## config.mk

```make
export PLATFORM = sky130hd
export DESIGN_NAME = mole_scheduler
export DESIGN_NICKNAME = d
export VERILOG_FILES = /design/src/rtl/mole_pkg.sv /design/src/rtl/mole_lfsr.sv /design/src/rtl/mole_scheduler.sv
export SDC_FILE = /design/constraint.sdc
export NUM_CORES = 1
export LEC_CHECK = 0
export BUFFER_PORTS_ARGS = -buffer_cell sky130_fd_sc_hd__buf_2
export CORE_MARGIN = 2
export CORE_UTILIZATION = 50
export CTS_CLUSTER_SIZE = 40
export DETAILED_ROUTE_END_ITERATION = 8
export PLACE_DENSITY = 0.7
export SYNTH_ARGS = -nofsm -noshare
export SYNTH_HDL_FRONTEND = slang
export SYNTH_SLANG_ARGS = --single-unit
export TNS_END_PERCENT = 100
```

## constraint.sdc

```tcl
create_clock -name clk -period 2.8 [get_ports clk]
set_clock_uncertainty 0.15 [all_clocks]
set_input_delay 0.42 -clock clk [delete_from_list [all_inputs] [get_ports clk]]
set_output_delay 0.42 -clock clk [all_outputs]
set_load 0.02 [all_outputs]
```

## src/rtl/mole_pkg.sv

```systemverilog
`default_nettype none
// ============================================================================
//  Module      : mole_pkg
//  Description : Shared types and constants for the whack-a-mole scheduler:
//                FSM state encoding, LFSR geometry and width helpers.
//  Revision    : 1.0 - initial release
// ============================================================================
package mole_pkg;

    // 16-bit Galois LFSR, taps 16,14,13,11 (right-shifting form)
    localparam int          LFSR_W    = 16;
    localparam logic [15:0] LFSR_TAPS = 16'hB400;

    // Game FSM states, explicitly encoded in 3 bits
    typedef enum logic [2:0] {
        ST_IDLE = 3'd0,
        ST_GAP  = 3'd1,
        ST_UP   = 3'd2,
        ST_HIT  = 3'd3,
        ST_MISS = 3'd4,
        ST_OVER = 3'd5
    } mole_state_t;

    // Bits needed to index one of n holes (never less than 1)
    function automatic int hole_w(input int n);
        return (n <= 2) ? 1 : $clog2(n);
    endfunction

    // Bits for a down-counter loaded with at most max(a,b)-1 (never less than 1)
    function automatic int timer_w(input int a, input int b);
        int m;
        m = (a > b) ? a : b;
        return (m <= 2) ? 1 : $clog2(m);
    endfunction

endpackage
`default_nettype wire

```

## src/rtl/mole_lfsr.sv

```systemverilog
`default_nettype none
// ============================================================================
//  Module      : mole_lfsr
//  Description : Free-running 16-bit Galois LFSR used to pick the next hole.
//                Advances every cycle; reset loads SEED.
//  Revision    : 1.0 - initial release
// ============================================================================
module mole_lfsr
    import mole_pkg::*;
#(
    parameter logic [15:0] SEED = 16'hACE1
) (
    input  logic              clk,
    input  logic              reset_n,
    output logic [LFSR_W-1:0] q
);

    // Shift right, folding the outgoing bit back in through the tap mask
    always_ff @(posedge clk or negedge reset_n) begin
        if (!reset_n) begin
            q <= SEED;
        end else begin
            q <= (q >> 1) ^ ({LFSR_W{q[0]}} & LFSR_TAPS);
        end
    end

endmodule
`default_nettype wire

```

## src/rtl/mole_scheduler.sv

```systemverilog
`default_nettype none
// ============================================================================
//  Module      : mole_scheduler
//  Description : Whack-a-mole game controller. Waits a gap, raises one
//                pseudo-random mole, judges button presses against a timeout,
//                and tracks score and lives until the game is over.
//  Revision    : 1.0 - initial release
// ============================================================================
module mole_scheduler
    import mole_pkg::*;
#(
    parameter int          N_HOLES    = 4,
    parameter int          GAP_CYCLES = 25_000_000,
    parameter int          UP_CYCLES  = 50_000_000,
    parameter int          LIVES      = 3,
    parameter int          SCORE_W    = 8,
    parameter logic [15:0] LFSR_SEED  = 16'hACE1
) (
    input  logic               clk,
    input  logic               reset_n,
    input  logic               start,
    input  logic [N_HOLES-1:0] hit_btn,
    output logic [N_HOLES-1:0] mole,
    output logic [SCORE_W-1:0] score,
    output logic [1:0]         lives,
    output logic               game_over,
    output logic               busy
);

    localparam int               HW         = hole_w(N_HOLES);
    localparam int               TW         = timer_w(GAP_CYCLES, UP_CYCLES);
    localparam logic [TW-1:0]    GAP_LOAD   = TW'(GAP_CYCLES - 1);
    localparam logic [TW-1:0]    UP_LOAD    = TW'(UP_CYCLES - 1);
    localparam logic [SCORE_W-1:0] SCORE_MAX = '1;
    localparam logic [1:0]       LIVES_INIT = 2'(LIVES);

    mole_state_t        state_q, state_d;
    logic [TW-1:0]      timer_q, timer_d;
    logic [N_HOLES-1:0] mole_q, mole_d;
    logic [SCORE_W-1:0] score_q, score_d;
    logic [1:0]         lives_q, lives_d;
    logic               over_q, over_d;
    logic               busy_q, busy_d;
    logic [HW-1:0]      hole_q, hole_d;
    logic [N_HOLES-1:0] btn_q;

    logic [LFSR_W-1:0]  w_lfsr;
    logic [N_HOLES-1:0] w_press;
    logic [HW-1:0]      w_cand;
    logic [HW-1:0]      w_choose;
    logic               w_unused;

    mole_lfsr #(
        .SEED (LFSR_SEED)
    ) u_lfsr (
        .clk     (clk),
        .reset_n (reset_n),
        .q       (w_lfsr)
    );

    // Only the low bits pick a hole; the rest just keep the sequence long
    assign w_unused = ^w_lfsr[LFSR_W-1:HW];

    // Rising-edge press detection and no-repeat hole selection
    assign w_press  = hit_btn & ~btn_q;
    assign w_cand   = w_lfsr[HW-1:0];
    assign w_choose = (w_cand == hole_q) ? (w_cand + HW'(1)) : w_cand;

    // Next-state logic for the game FSM and its counters
    always_comb begin
        state_d = state_q;
        timer_d = timer_q;
        mole_d  = mole_q;
        score_d = score_q;
        lives_d = lives_q;
        over_d  = over_q;
        hole_d  = hole_q;
        unique case (state_q)
            ST_IDLE, ST_OVER: begin
                mole_d = '0;
                if (start) begin
                    score_d = '0;
                    lives_d = LIVES_INIT;
                    over_d  = 1'b0;
                    timer_d = GAP_LOAD;
                    state_d = ST_GAP;
                end
            end
            ST_GAP: begin
                if (timer_q == '0) begin
                    hole_d  = w_choose;
                    mole_d  = N_HOLES'(1) << w_choose;
                    timer_d = UP_LOAD;
                    state_d = ST_UP;
                end else begin
                    timer_d = timer_q - TW'(1);
                end
            end
            ST_UP: begin
                // The correct button wins even alongside wrong ones or at timeout
                if (w_press[hole_q]) begin
                    state_d = ST_HIT;
                end else if (|w_press) begin
                    state_d = ST_MISS;
                end else if (timer_q == '0) begin
                    state_d = ST_MISS;
                end else begin
                    timer_d = timer_q - TW'(1);
                end
            end
            ST_HIT: begin
                mole_d  = '0;
                score_d = (score_q == SCORE_MAX) ? score_q : score_q + SCORE_W'(1);
                timer_d = GAP_LOAD;
                state_d = ST_GAP;
            end
            ST_MISS: begin
                mole_d  = '0;
                lives_d = lives_q - 2'd1;
                if (lives_q == 2'd1) begin
                    over_d  = 1'b1;
                    state_d = ST_OVER;
                end else begin
                    timer_d = GAP_LOAD;
                    state_d = ST_GAP;
                end
            end
            default: begin
                mole_d  = '0;
                state_d = ST_IDLE;
            end
        endcase
        busy_d = (state_d == ST_GAP) || (state_d == ST_UP) ||
                 (state_d == ST_HIT) || (state_d == ST_MISS);
    end

    // State, counters, outputs and button history; reset drops the mole at once
    always_ff @(posedge clk or negedge reset_n) begin
        if (!reset_n) begin
            state_q <= ST_IDLE;
            timer_q <= '0;
            mole_q  <= '0;
            score_q <= '0;
            lives_q <= '0;
            over_q  <= 1'b0;
            busy_q  <= 1'b0;
            hole_q  <= '0;
            btn_q   <= '0;
        end else begin
            state_q <= state_d;
            timer_q <= timer_d;
            mole_q  <= mole_d;
            score_q <= score_d;
            lives_q <= lives_d;
            over_q  <= over_d;
            busy_q  <= busy_d;
            hole_q  <= hole_d;
            btn_q   <= hit_btn;
        end
    end

    assign mole      = mole_q;
    assign score     = score_q;
    assign lives     = lives_q;
    assign game_over = over_q;
    assign busy      = busy_q;

endmodule
`default_nettype wire

```

Word level (Yosys, flattened, before mapping):

Cells that the tools add are included.

* word-level logic and storage cells: 83
* input bits: 7
* flip-flop bits (word level): 67
* output and inout bits: 16

* shift operators: 1
* $add $sub $neg: 4
* eq/ne operators: 20
* order comparisons: 1
* bitwise operators: 4
* muxes and demuxes: 27
* reductions and logical operators: 16

Operators by type and width (number)
* 26-bit 2-to-1 mux: 6
* 26-bit case mux with 5 select lines: 1
* 26-bit zero test: 1
* 26-bit by 1-bit subtractor with 26-bit output (second input constant): 1
* 3-bit 2-to-1 mux: 6
* 8-bit 2-to-1 mux: 2
* 2-bit inequality test (second input constant): 8
* 8-bit case mux with 2 select lines: 1
* 15-bit by 16-bit XOR with 16-bit output: 1
* 3-bit case mux with 5 select lines: 1
* 3-bit by 2-bit equality test with 1-bit output (second input constant): 4
* 3-bit equality test (second input constant): 3
* 8-bit by 1-bit adder with 8-bit output (second input constant): 1
* 8-bit equality test (second input constant): 1
* 4-bit case mux with 2 select lines: 1
* 3-bit by 1-bit equality test with 1-bit output (second input constant): 2
* 2-bit AND reduction: 3
* 3-bit AND reduction: 2
* 6-bit AND reduction: 1
* 5-bit nonzero test: 1
* 4-bit bitwise AND: 1
* 2-bit 2-to-1 mux: 2
* 4-bit 2-to-1 mux: 1
* 4-bit inverter: 1
* 16 further kinds: 21

Depth between registers and ports, before layout:

Gate-level depths: netlist of run 1.

* word-level depth: 10
* gate-level depth with buffers: 9
* gate-level depth less buffers: 8

By module:

A second synthesis of run 1 with hierarchy kept.

* cells, all modules: 317
* area, all modules: 3309.4 µm²

By module, submodules not included
* mole_scheduler: cells each 298, area an instance 2872.8 µm², instances 1
* mole_lfsr: cells each 19, area an instance 436.7 µm², instances 1

Worst setup path after synthesis of run 1:

OpenSTA, ideal clock, no wires.

* path type: register to register
* from: register timer_q[0]
* to: register timer_q[18]
* clock period less this slack: 2.727 ns
* arrival: 2.456 ns
* required time: 2.529 ns
* cell stages (with the launch flop): 10
* setup time: 0.121 ns
* path slack: 0.073 ns
* buffers on the path: 1
* cells stage by stage: dfrtp_1 -> inv_1 -> ha_1 -> or4b_4 -> or4_4 -> o211ai_4 -> and3_4 -> buf_6 -> nor2_2 -> a22o_1

* cells in the longest elaborated chain, start to end: 5
* elaborated cells between the ends (all ways): 9
* classes of those cells: 1 x add/sub; 1 x eq/ne; 5 x mux; 2 x reduce/logical

RTL lines
* start: declaration: RTL line mole_scheduler.sv:38 `logic [TW-1:0] timer_q, timer_d;`
* start signal: assignment: RTL line mole_scheduler.sv:151 `timer_q <= timer_d;`
* 26-bit by 1-bit subtractor with 26-bit output: RTL line mole_scheduler.sv:96, mole_scheduler.sv:108
* 26-bit 2-to-1 mux: RTL line mole_scheduler.sv:105 `end else if (timer_q == '0) begin`
* 26-bit 2-to-1 mux: RTL line mole_scheduler.sv:103 `end else if (|w_press) begin`
* 26-bit 2-to-1 mux: RTL line mole_scheduler.sv:101 `if (w_press[hole_q]) begin`
* 26-bit case mux with 5 select lines: RTL line mole_scheduler.sv:78 `unique case (state_q)`

Parallel ways exist; a longest one is shown, timed or not. The select of a mux whose other input is x is not followed.
A chain may end at the register's enable or synchronous reset.

Worst setup path in the final report of run 1:

* from: register timer_q[0]
* to: register timer_q[21]

The elaborated chain is that of the path after synthesis.

==> results.toml, run 1 <==
[power_and_ir_drop]
combPwrFrac = 0.207
seq_power_share = 0.493
ir_worst_vdd_uv = 388
pwr-share-clk = 0.300
cell_internal_pwr_uw = 1650
p_sw_frac = 0.324
p_per_area_nw_per_um2 = 576
power.net_switching_uw = 788
total_leakage_power_uw = 0.00180

[drt]
dr.pass1.iters = 5
drc_errors_left = 0
drt.antenna.violating_nets = 0
routedWlPerCell_um = 18.1
totalWireLength_mm = 8.75
drt_first_iter_violations = 289
vias_per_cell = 6.37
dr_total_vias = 3084

[grt]
first_global_vias = 2749
grt_start_max_net_pins = 41
global_route.usage.total = 0.239
grt_first_pass_wirelength_mm = 13.9
grt_antenna_before_repair = 0
grt.overflow.total = 0

[timing]
slew_headroom = 0.551
post-route-period-util = 1.00
postLayoutSetupSlackWorst_ns = -0.0108
rsz0062_at_grt = "yes"
finalSetupViolCount = 2
slew_viol_final = 0
max_slew.worst_pin.slew_ns = 0.674
fmax_mhz = 356
fin_worst_hold_slack_ns = 0.0441
final.min_clock_period_ns = 2.81
hold_viol_final = 0

[clock_network]
clk-insertion-delay-late_ns = 0.34
clock-root-buffer = "sky130_fd_sc_hd__clkbuf_8"
clock_path_buffers = 2
tritoncts = "built"
cts_made_buffers = 9
cts.reportedPaths.clkPinSlew_ns = 0.08
clock-sinks = 67
cts.htree.levels = 3

[floorplan]
core_region_area_sq_um = 6760
initial_core_util = 0.511
die-area_sq_um = 7590
row_count = 30
fp.dieH_um = 87.1
fp.dieW_um = 87.1
number_of_ports_placed_on_the_die_boundary = 23

[worst_setup_path]
cell_chain_of_the_critical_path = "inv_2 > ha_4 > or4b_4 > or4_4 > o211ai_4 > nand3_4 > clkbuf_16 > a31oi_1 > a31oi_1"
critical_path.endpoint_type = "flop"
critical_path.most_common_cell = "sky130_fd_sc_hd__a31oi_1"
critical-path-max-stage-delay_ns = 0.54
crit_family = "simple AND/OR/NAND/NOR gates"
critical_path.slowest_cell = "sky130_fd_sc_hd__or4_4"
crit_arrival_ns = 2.89
timing.critical_path.required_ns = 2.87
timing.critical_path.from_type = "flop"
critical_path_class = "reg -> reg"
worstPathBufferInverterCount = 2
critical_path_peak_fanout = 8

[layout]
final_common_cell = "sky130_fd_sc_hd__dfrtp_1"
nets = 410
fraction_of_final_layout_cells_with_drive_strength_greater_than_1 = 0.285
layout.cells.non_filler = 484
layout.cells.most_common_list = "59 x sky130_fd_sc_hd__dfrtp_1, 28 x sky130_fd_sc_hd__nor2_1, 27 x sky130_fd_sc_hd__buf_4, 22 x sky130_fd_sc_hd__buf_2, 21 x sky130_fd_sc_hd__nand2_1"
postLayoutCoreUtil = 0.625
area.growth.synth_to_final_pct = 22.3
diodes = 0

[place]
port-buffer-count = 22
routabilityCongestion = 0.923
hpwl_mm = 5.73
dp.cells = 459

[synthesis]
syn-num-nets = 356
yosysSeqAreaShare = 0.488
yosys_register_bits = 67
synth-edff-count = 0
post_synth.cell_area_avg_sq_um = 10.0
combined_area_of_all_synthesized_cells_sq_um = 3450
yosysWarningCount = 0
post_synth_inst_count = 345
postSynth.asyncResetShare = 1.00
synth_cell_type_count = 65
synth-main-ff-cell = "sky130_fd_sc_hd__dfrtp_1"

[min_path]
hold_path_class = "in -> reg"

[status]
status = "finished, violations left"
failed_checks = "setup timing"

[flow_run]
maxCapViolCount = 0
[kinds of logic after synthesis]
kind of cell,after synthesis,share of synthesized area
XOR/XNOR,10,0.0254
adder cells (fa/ha/maj),4,0.0145
AO/OA/AOI/OAI,104,0.211
AND/OR/NAND/NOR,138,0.234
buffers and inverters,22,0.0272
flip-flops,67,0.488
[flip-flops by register name (all words and copies together), names as in the netlist]
register,count
mole,4
state_q,3
hole_q,2
btn_q,4
game_over,1
lives,2
u_lfsr.q,16
timer_q,26
busy,1
score,8
[path summary, 6_finish.rpt]
| check | from | endpoint | slack (ns) | cells past startpoint |
|---|---|---|---|---|
| hold / removal | hit_btn[2] | btn_q[2] | 0.04 | 1 |
| hold reg to reg | u_lfsr.q[8] | u_lfsr.q[7] | 0.20 | 0 |
| min in group asynchronous | reset_n | timer_q[3] | 0.50 | 2 |
| setup / recovery | timer_q[0] | timer_q[21] | -0.01 | 9 |
| max in group asynchronous | reset_n | u_lfsr.q[0] | 1.29 | 3 |
| setup reg to reg | timer_q[0] | timer_q[21] | -0.01 | 9 |
[final cells by class]
type	count	area [sq um]
Clock inverter	7	52.6
Fill cell	558	2530
Clock buffer	9	124
Timing Repair Buffer	55	410
Sequential cell	67	1690
Multi-Input combinational cell	257	1820
Tap cell	80	100
Inverter	9	33.8
[metrics by stage]
step | power [uW] | worst slack (ns) | TNS, ns | area (sq um)
2_1_floorplan | 1440 | 0.0726 | 0 | 3450
3_3_place_gp | 1640 | 0.0445 | 0 | 3800
3_5_place_dp | 1650 | -0.0790 | -0.412 | 3800
4_1_cts | 2390 | -0.0159 | -0.0516 | 4060
5_1_grt | 2570 | -0.0886 | -1.01 | 4220
6_report | 2430 | -0.0108 | -0.0140 | 4220
[Yosys cell counts (all sizes together), types with 2 or more instances]
cell,count,area (sq um)
dfrtp,59,1480
nor2,29,111
a31oi,25,156
nand2,24,92.6
a21oi,21,109
nor3,13,65.1
o21ai,12,63.8
nand3,11,80.1
o31ai,9,67.6
clkbuf,8,30.0
dfstp,8,210
inv,8,30.0
nor4,8,71.3
or3,8,50.1
nand4,7,43.8
or4,7,63.8
nand2b,6,37.5
nor2b,6,37.5
xor2,6,52.6
and3,5,36.3
buf,5,30.0
a21o,4,30.0
ha,4,50.1
o211ai,4,43.8
o32ai,4,35.0
o41ai,4,42.6
or2,4,25.0
xnor2,4,35.0
a211o,2,17.5
a211oi,2,15.0
a22o,2,17.5
a41oi,2,17.5
and4,2,17.5
nor4bb,2,20.0
o21a,2,16.3
o22a,2,17.5
o22ai,2,12.5
o2bb2ai,2,17.5
or4b,2,23.8
[power by group through the flow]
| stage | Combinational, uW | Sequential [uW] | Clock, uW |
|---|---|---|---|
| floorplan | 240 | 1200 | 0 |
| global placement | 442 | 1200 | 0 |
| detailed placement | 451 | 1200 | 0 |
| CTS | 455 | 1190 | 744 |
| global route | 552 | 1220 | 794 |
| finish | 503 | 1200 | 730 |
[metal layers]
layer,vias up,GRT usage,part of all wire
li1,1430,-,-
met5,-,0,0
met3,15,0.0521,0.065
met2,133,0.343,0.45
met1,1506,0.348,0.46
met4,0,0.0993,0.023
[what timing repair did]
action,4_1_cts,5_1_grt
hold endpoints to repair,23,0
hold buffers,1,0
resized for setup,4,19
setup buffers,4,2
endpoints found under the setup margin,14,25
pin swaps,1,6
gates cloned,1,1
No activity file was read; power rests on OpenSTA's default activity.
==> run 2: changes to the inputs <==
- MAX_ROUTING_LAYER: unset -> met4
==> run 2 against run 1 <==
The run now ends clean. Cell count is the same. Global-route usage grew 1.9 points. Sequential share of layout area grew 0.24 points. Clock power grew 23%. Critical endpoint is now timer_q[23]. Clock-buffer cell count grew 1. Largest cell class unchanged. Highest routed layer unchanged. Sequential cell count is the same. Via count grew 1.5%. Design area shrank 0.59%. First-iteration DRC count shrank 26%. Register-to-register slack gained 0.05 ns. Setup slack gained 0.050 ns.
==> results.toml, run 2 (synthesis results as in run 1) <==
[status]
status = "complete, no violations"

[floorplan]
number_of_ports_placed_on_the_die_boundary = 23
initial_core_util = 0.511
fp.dieH_um = 87.1
row_count = 30
core_region_area_sq_um = 6760
fp.dieW_um = 87.1
die-area_sq_um = 7590

[grt]
grt.overflow.total = 0
global_route.usage.total = 0.257
grt_first_pass_wirelength_mm = 14.5
grt_start_max_net_pins = 45
first_global_vias = 2867
grt_antenna_before_repair = 0

[layout]
stdcell_area_sq_um = 4200
seq_area_sq_um = 1690
layout.cells.most_common_list = "59 x sky130_fd_sc_hd__dfrtp_1, 28 x sky130_fd_sc_hd__nor2_1, 26 x sky130_fd_sc_hd__buf_4, 22 x sky130_fd_sc_hd__buf_2, 21 x sky130_fd_sc_hd__a31oi_1"
nFillCells = 555
nets = 410
fraction_of_final_layout_cells_with_drive_strength_greater_than_1 = 0.285
multi_input_area_sq_um = 1770
diodes = 0
postLayoutCoreUtil = 0.621
largest-register = "timer_q"
number_of_flip_flops_under_the_largest_register_name = 26
final_common_cell = "sky130_fd_sc_hd__dfrtp_1"
area.growth.synth_to_final_pct = 21.6

[timing]
slew_viol_final = 0
finalSetupViolCount = 0
slew_headroom = 0.575
rsz0062_at_grt = "yes"
fmax_mhz = 362
post-route-period-util = 0.986
hold_viol_final = 0
max_slew.worst_pin.slew_ns = 0.633
final.min_clock_period_ns = 2.76

[flow_run]
maxCapViolCount = 0

[worst_setup_path]
reg2regPathDepth = 9
critical_path.endpoint_type = "flop"
crit_arrival_ns = 2.86
critical_path_peak_fanout = 7
crit-reg2reg-capture = "timer_q[23]"
timing.critical_path.from_type = "flop"
critical_path_class = "reg -> reg"
critical-path-max-stage-delay_ns = 0.47
r2r_slack_ns = 0.04
timing.critical_path.required_ns = 2.90
r2r_start = "timer_q[0]"
cell_chain_of_the_critical_path = "inv_2 > ha_1 > or4b_4 > or4_4 > o211ai_4 > nand3_4 > buf_6 > o211a_1 > o22a_1"
critical_path.slowest_cell = "sky130_fd_sc_hd__or4b_4"

[place]
port-buffer-count = 22
hpwl_mm = 6.03
placedInstanceArea_sq_um = 3830
routabilityCongestion = 0.963

[clock_network]
cts.htree.levels = 3
clock-root-buffer = "sky130_fd_sc_hd__clkbuf_8"
clock_path_buffers = 2
clk-insertion-delay-late_ns = 0.36
cts_made_buffers = 9
tritoncts = "built"
cts.reportedPaths.clkPinSlew_ns = 0.08
clock-sinks = 67

[power_and_ir_drop]
ir_worst_vdd_uv = 281
p_per_area_nw_per_um2 = 613
total_leakage_power_uw = 0.00180

[drt]
dr.pass1.iters = 5
drt.antenna.violating_nets = 0
drt_first_iter_violations = 215
routedWlPerCell_um = 18.6
vias_per_cell = 6.46
dr_total_vias = 3129
drc_errors_left = 0
totalWireLength_mm = 9.00

[min_path]
hold_crit_start = "hit_btn[1]"
min_to = "btn_q[1]"
worstHoldPathCells = 1
hold_path_class = "in -> reg"
[run 2: cell types whose count changed in the layout (fill, tap and decap cells not counted), sizes merged]
cell / previous run / this run
clkinv: 5 / 4
buf: 53 / 54
bufinv: 0 / 2
inv: 10 / 8
[run 2: worst max-delay path by stage]
| stage | startpoint | end | depth (start not counted) |
|---|---|---|---|
| 2_1_floorplan | timer_q[0] | timer_q[18] | 9 |
| 4_1_cts | timer_q[0] | timer_q[8] | 9 |
| 6_report | timer_q[0] | timer_q[23] | 9 |
| 5_1_grt | timer_q[0] | timer_q[23] | 9 |
| 3_3_place_gp | timer_q[0] | timer_q[5] | 8 |
| 3_5_place_dp | timer_q[0] | timer_q[4] | 8 |
[run 2: stage by stage]
step | total power, uW | setup TNS [ns] | hold slack (ns) | instances | setup slack [ns]
CTS | 2550 | 0 | 0.0303 | 482 | 0.0253
global placement | 1640 | 0 | 0.188 | 462 | 0.0218
detailed placement | 1650 | -0.204 | 0.188 | 462 | -0.0531
floorplan | 1440 | 0 | -0.0256 | 345 | 0.0726
finish | 2570 | 0 | 0.0316 | 484 | 0.0391
global route | 2690 | -0.129 | 0.0265 | 484 | -0.0252
[run 2: routing by layer]
layer	share of wire	up-vias	routed length [um]	global-route usage
met5	0	-	0	-
met4	0.033	0	293	0.120
met3	0.066	29	594	0.0540
met2	0.46	138	4130	0.378
met1	0.44	1528	3990	0.342
li1	-	1434	-	-
[run 2: worst max-delay path: cells and delay by family (launching register included)]
family          cells  cell delay (ns)
compound gates      3             0.56
simple gates        3             1.12
fa+ha+maj           1             0.15
flops               1             0.40
buf+inv             2             0.27
[run 2: cell type report]
| type | count | share of cell area |
|---|---|---|
| sequential | 67 | 0.402 |
| tap | 80 | 0.0238 |
| timing repair buffer | 55 | 0.0933 |
| inverter | 9 | 0.00805 |
| clock buffer | 10 | 0.0304 |
| multi-input combinational | 257 | 0.421 |
| clock inverter | 6 | 0.0215 |
[run 2: power by group]
part | switching (uW) | internal [uW] | leakage (uW)
Combinational | 248 | 230 | 0.000887
Clock | 397 | 503 | 0.000106
Sequential | 123 | 1070 | 0.000809
[run 2: what timing repair did]
item | CTS | global route
setup buffers | 2 | 2
gates cloned | 1 | 0
resized for setup | 5 | 19
pin swaps | 5 | 8
setup endpoints to repair | 16 | 22
endpoints found under the hold margin | 23 | 0
hold buffers | 1 | 0
==> run 3: changes to the inputs <==
- CORE_MARGIN: 2 -> unset
==> run 3 against run 2 <==
The run now ends with setup timing left. Clock power fell by 4.0%. Setup slack got worse by 0.069 ns. Sequential share of layout area fell by 0.36 points. Largest cell class unchanged. Critical path type unchanged. Sequential power barely moved. Clock-buffer cell count fell by 1.
==> results.toml, run 3 (synthesis results as in run 1) <==
[min_path]
hold_path_class = "in -> reg"
hold_crit_start = "hit_btn[1]"

[worst_setup_path]
timing.critical_path.from_type = "flop"
cell_chain_of_the_critical_path = "inv_2 > ha_4 > or4b_4 > or4_4 > o211ai_4 > nand3_4 > buf_12 > a31oi_4 > a31oi_1"
critical_path_peak_fanout = 6
worstPathBufferInverterCount = 2
startpoint = "timer_q[0]"
critical_path.endpoint_type = "flop"
crit_family = "simple AND/OR/NAND/NOR gates"
crit_arrival_ns = 2.91
critical_path_class = "reg -> reg"
timing.critical_path.required_ns = 2.88
r2r_start = "timer_q[0]"
critical_path.slowest_cell = "sky130_fd_sc_hd__or4_4"
critical-path-max-stage-delay_ns = 0.58

[floorplan]
number_of_ports_placed_on_the_die_boundary = 23
core_region_area_sq_um = 6490
fp.dieW_um = 85.1
die-area_sq_um = 7250
initial_core_util = 0.532
row_count = 29
fp.dieH_um = 85.1

[timing]
slew_headroom = 0.558
hold_viol_final = 0
slew_viol_final = 0
fmax_mhz = 353
rsz0062_at_grt = "yes"
finalSetupViolCount = 7
post-route-period-util = 1.01
postLayoutSetupSlackWorst_ns = -0.0302
setup_total_neg_slack_ns = -0.0728
fin_worst_hold_slack_ns = 0.0307
max_slew.worst_pin.slew_ns = 0.663
final.min_clock_period_ns = 2.83

[clock_network]
clk-insertion-delay-late_ns = 0.37
tritoncts = "built"
cts.reportedPaths.clkPinSlew_ns = 0.08
clock-sinks = 67
clock-root-buffer = "sky130_fd_sc_hd__clkbuf_8"
cts.htree.levels = 3
clock_path_buffers = 2
cts_made_buffers = 9

[layout]
fraction_of_final_layout_cells_with_drive_strength_greater_than_1 = 0.289
area.growth.synth_to_final_pct = 22.6
layout.cells.non_filler = 478
nets = 407
largest-register = "timer_q"
postLayoutCoreUtil = 0.652
final_common_cell = "sky130_fd_sc_hd__dfrtp_1"
layout.cells.most_common_list = "59 x sky130_fd_sc_hd__dfrtp_1, 28 x sky130_fd_sc_hd__nor2_1, 25 x sky130_fd_sc_hd__buf_4, 22 x sky130_fd_sc_hd__buf_2, 21 x sky130_fd_sc_hd__nand2_1"
diodes = 0
number_of_flip_flops_under_the_largest_register_name = 26

[power_and_ir_drop]
combPwrFrac = 0.187
seq_power_share = 0.474
power.net_switching_uw = 829
pwr-share-clk = 0.338
p_per_area_nw_per_um2 = 603
p_sw_frac = 0.324
cell_internal_pwr_uw = 1730
ir_worst_vdd_uv = 421
total_leakage_power_uw = 0.00181

[place]
port-buffer-count = 22
hpwl_mm = 5.59
dp.cells = 451
routabilityCongestion = 0.951

[grt]
grt.overflow.total = 0
grt_start_max_net_pins = 41
first_global_vias = 2847
global_route.usage.total = 0.258
grt_antenna_before_repair = 0
grt_first_pass_wirelength_mm = 13.9

[drt]
dr_total_vias = 3104
drc_errors_left = 0
totalWireLength_mm = 8.84
drt_first_iter_violations = 284
drt.antenna.violating_nets = 0
vias_per_cell = 6.49
routedWlPerCell_um = 18.5
dr.pass1.iters = 7

[status]
status = "finished, violations left"
failed_checks = "setup timing"

[flow_run]
maxCapViolCount = 0
[run 3: cell types whose count changed in the layout (fill, tap and decap cells not counted), moves of 2 or more]
cell,delta
sky130_fd_sc_hd__inv_6,+5
sky130_fd_sc_hd__clkinv_4,-2
sky130_fd_sc_hd__a31oi_4,+4
sky130_fd_sc_hd__nand2_2,-2
sky130_fd_sc_hd__a31oi_1,-4
sky130_fd_sc_hd__buf_6,-4
[run 3: final cells by class]
class / instances / area (sq um)
clock buffer: 9 / 124
clock inverter: 7 / 81.3
fill: 501 / 2260
inverter: 9 / 33.8
multi-input combinational: 257 / 1830
sequential: 67 / 1690
tap: 77 / 96.3
timing repair buffer: 52 / 384
[run 3: what timing repair did]
action                                  CTS  global route
resized for setup                         2            23
pin swaps                                 3            10
gates cloned                              1             1
hold buffers                              1             0
setup buffers                             4             4
hold endpoints to repair                 27             0
endpoints found under the setup margin   12            28
[run 3: through the flow]
| stage | area (sq um) | power, uW | worst slack (ns) |
|---|---|---|---|
| 6_report | 4240 | 2560 | -0.0302 |
| 3_3_place_gp | 3760 | 1620 | 0.0122 |
| 4_1_cts | 4030 | 2480 | 0.00635 |
| 2_1_floorplan | 3450 | 1440 | 0.0726 |
| 5_1_grt | 4240 | 2670 | -0.0897 |
| 3_5_place_dp | 3760 | 1620 | -0.0501 |
[run 3: path summary, 6_finish.rpt]
| check | cells past startpoint | slack [ns] | endpoint |
|---|---|---|---|
| max | 9 | -0.03 | timer_q[21] |
| min reg2reg | 0 | 0.20 | u_lfsr.q[2] |
| min in group asynchronous | 2 | 0.46 | timer_q[12] |
| max reg2reg | 9 | -0.03 | timer_q[21] |
| min | 1 | 0.03 | btn_q[1] |
| max in group asynchronous | 3 | 1.32 | u_lfsr.q[13] |
[run 3: layer usage]
| metal | global-route usage | routed length, um | vias up |
|---|---|---|---|
| li1 | - | - | 1432 |
| met1 | 0.347 | 3990 | 1484 |
| met2 | 0.371 | 3970 | 152 |
| met3 | 0.0671 | 626 | 36 |
| met4 | 0.109 | 254 | 0 |
| met5 | - | 0 | - |
[run 3: power by group through the flow]
stage	registers [uW]	logic, uW	clock network, uW
finish	1210	479	864
global route	1230	523	922
CTS	1190	421	872
detailed placement	1210	415	0
global placement	1210	411	0
floorplan	1200	240	0
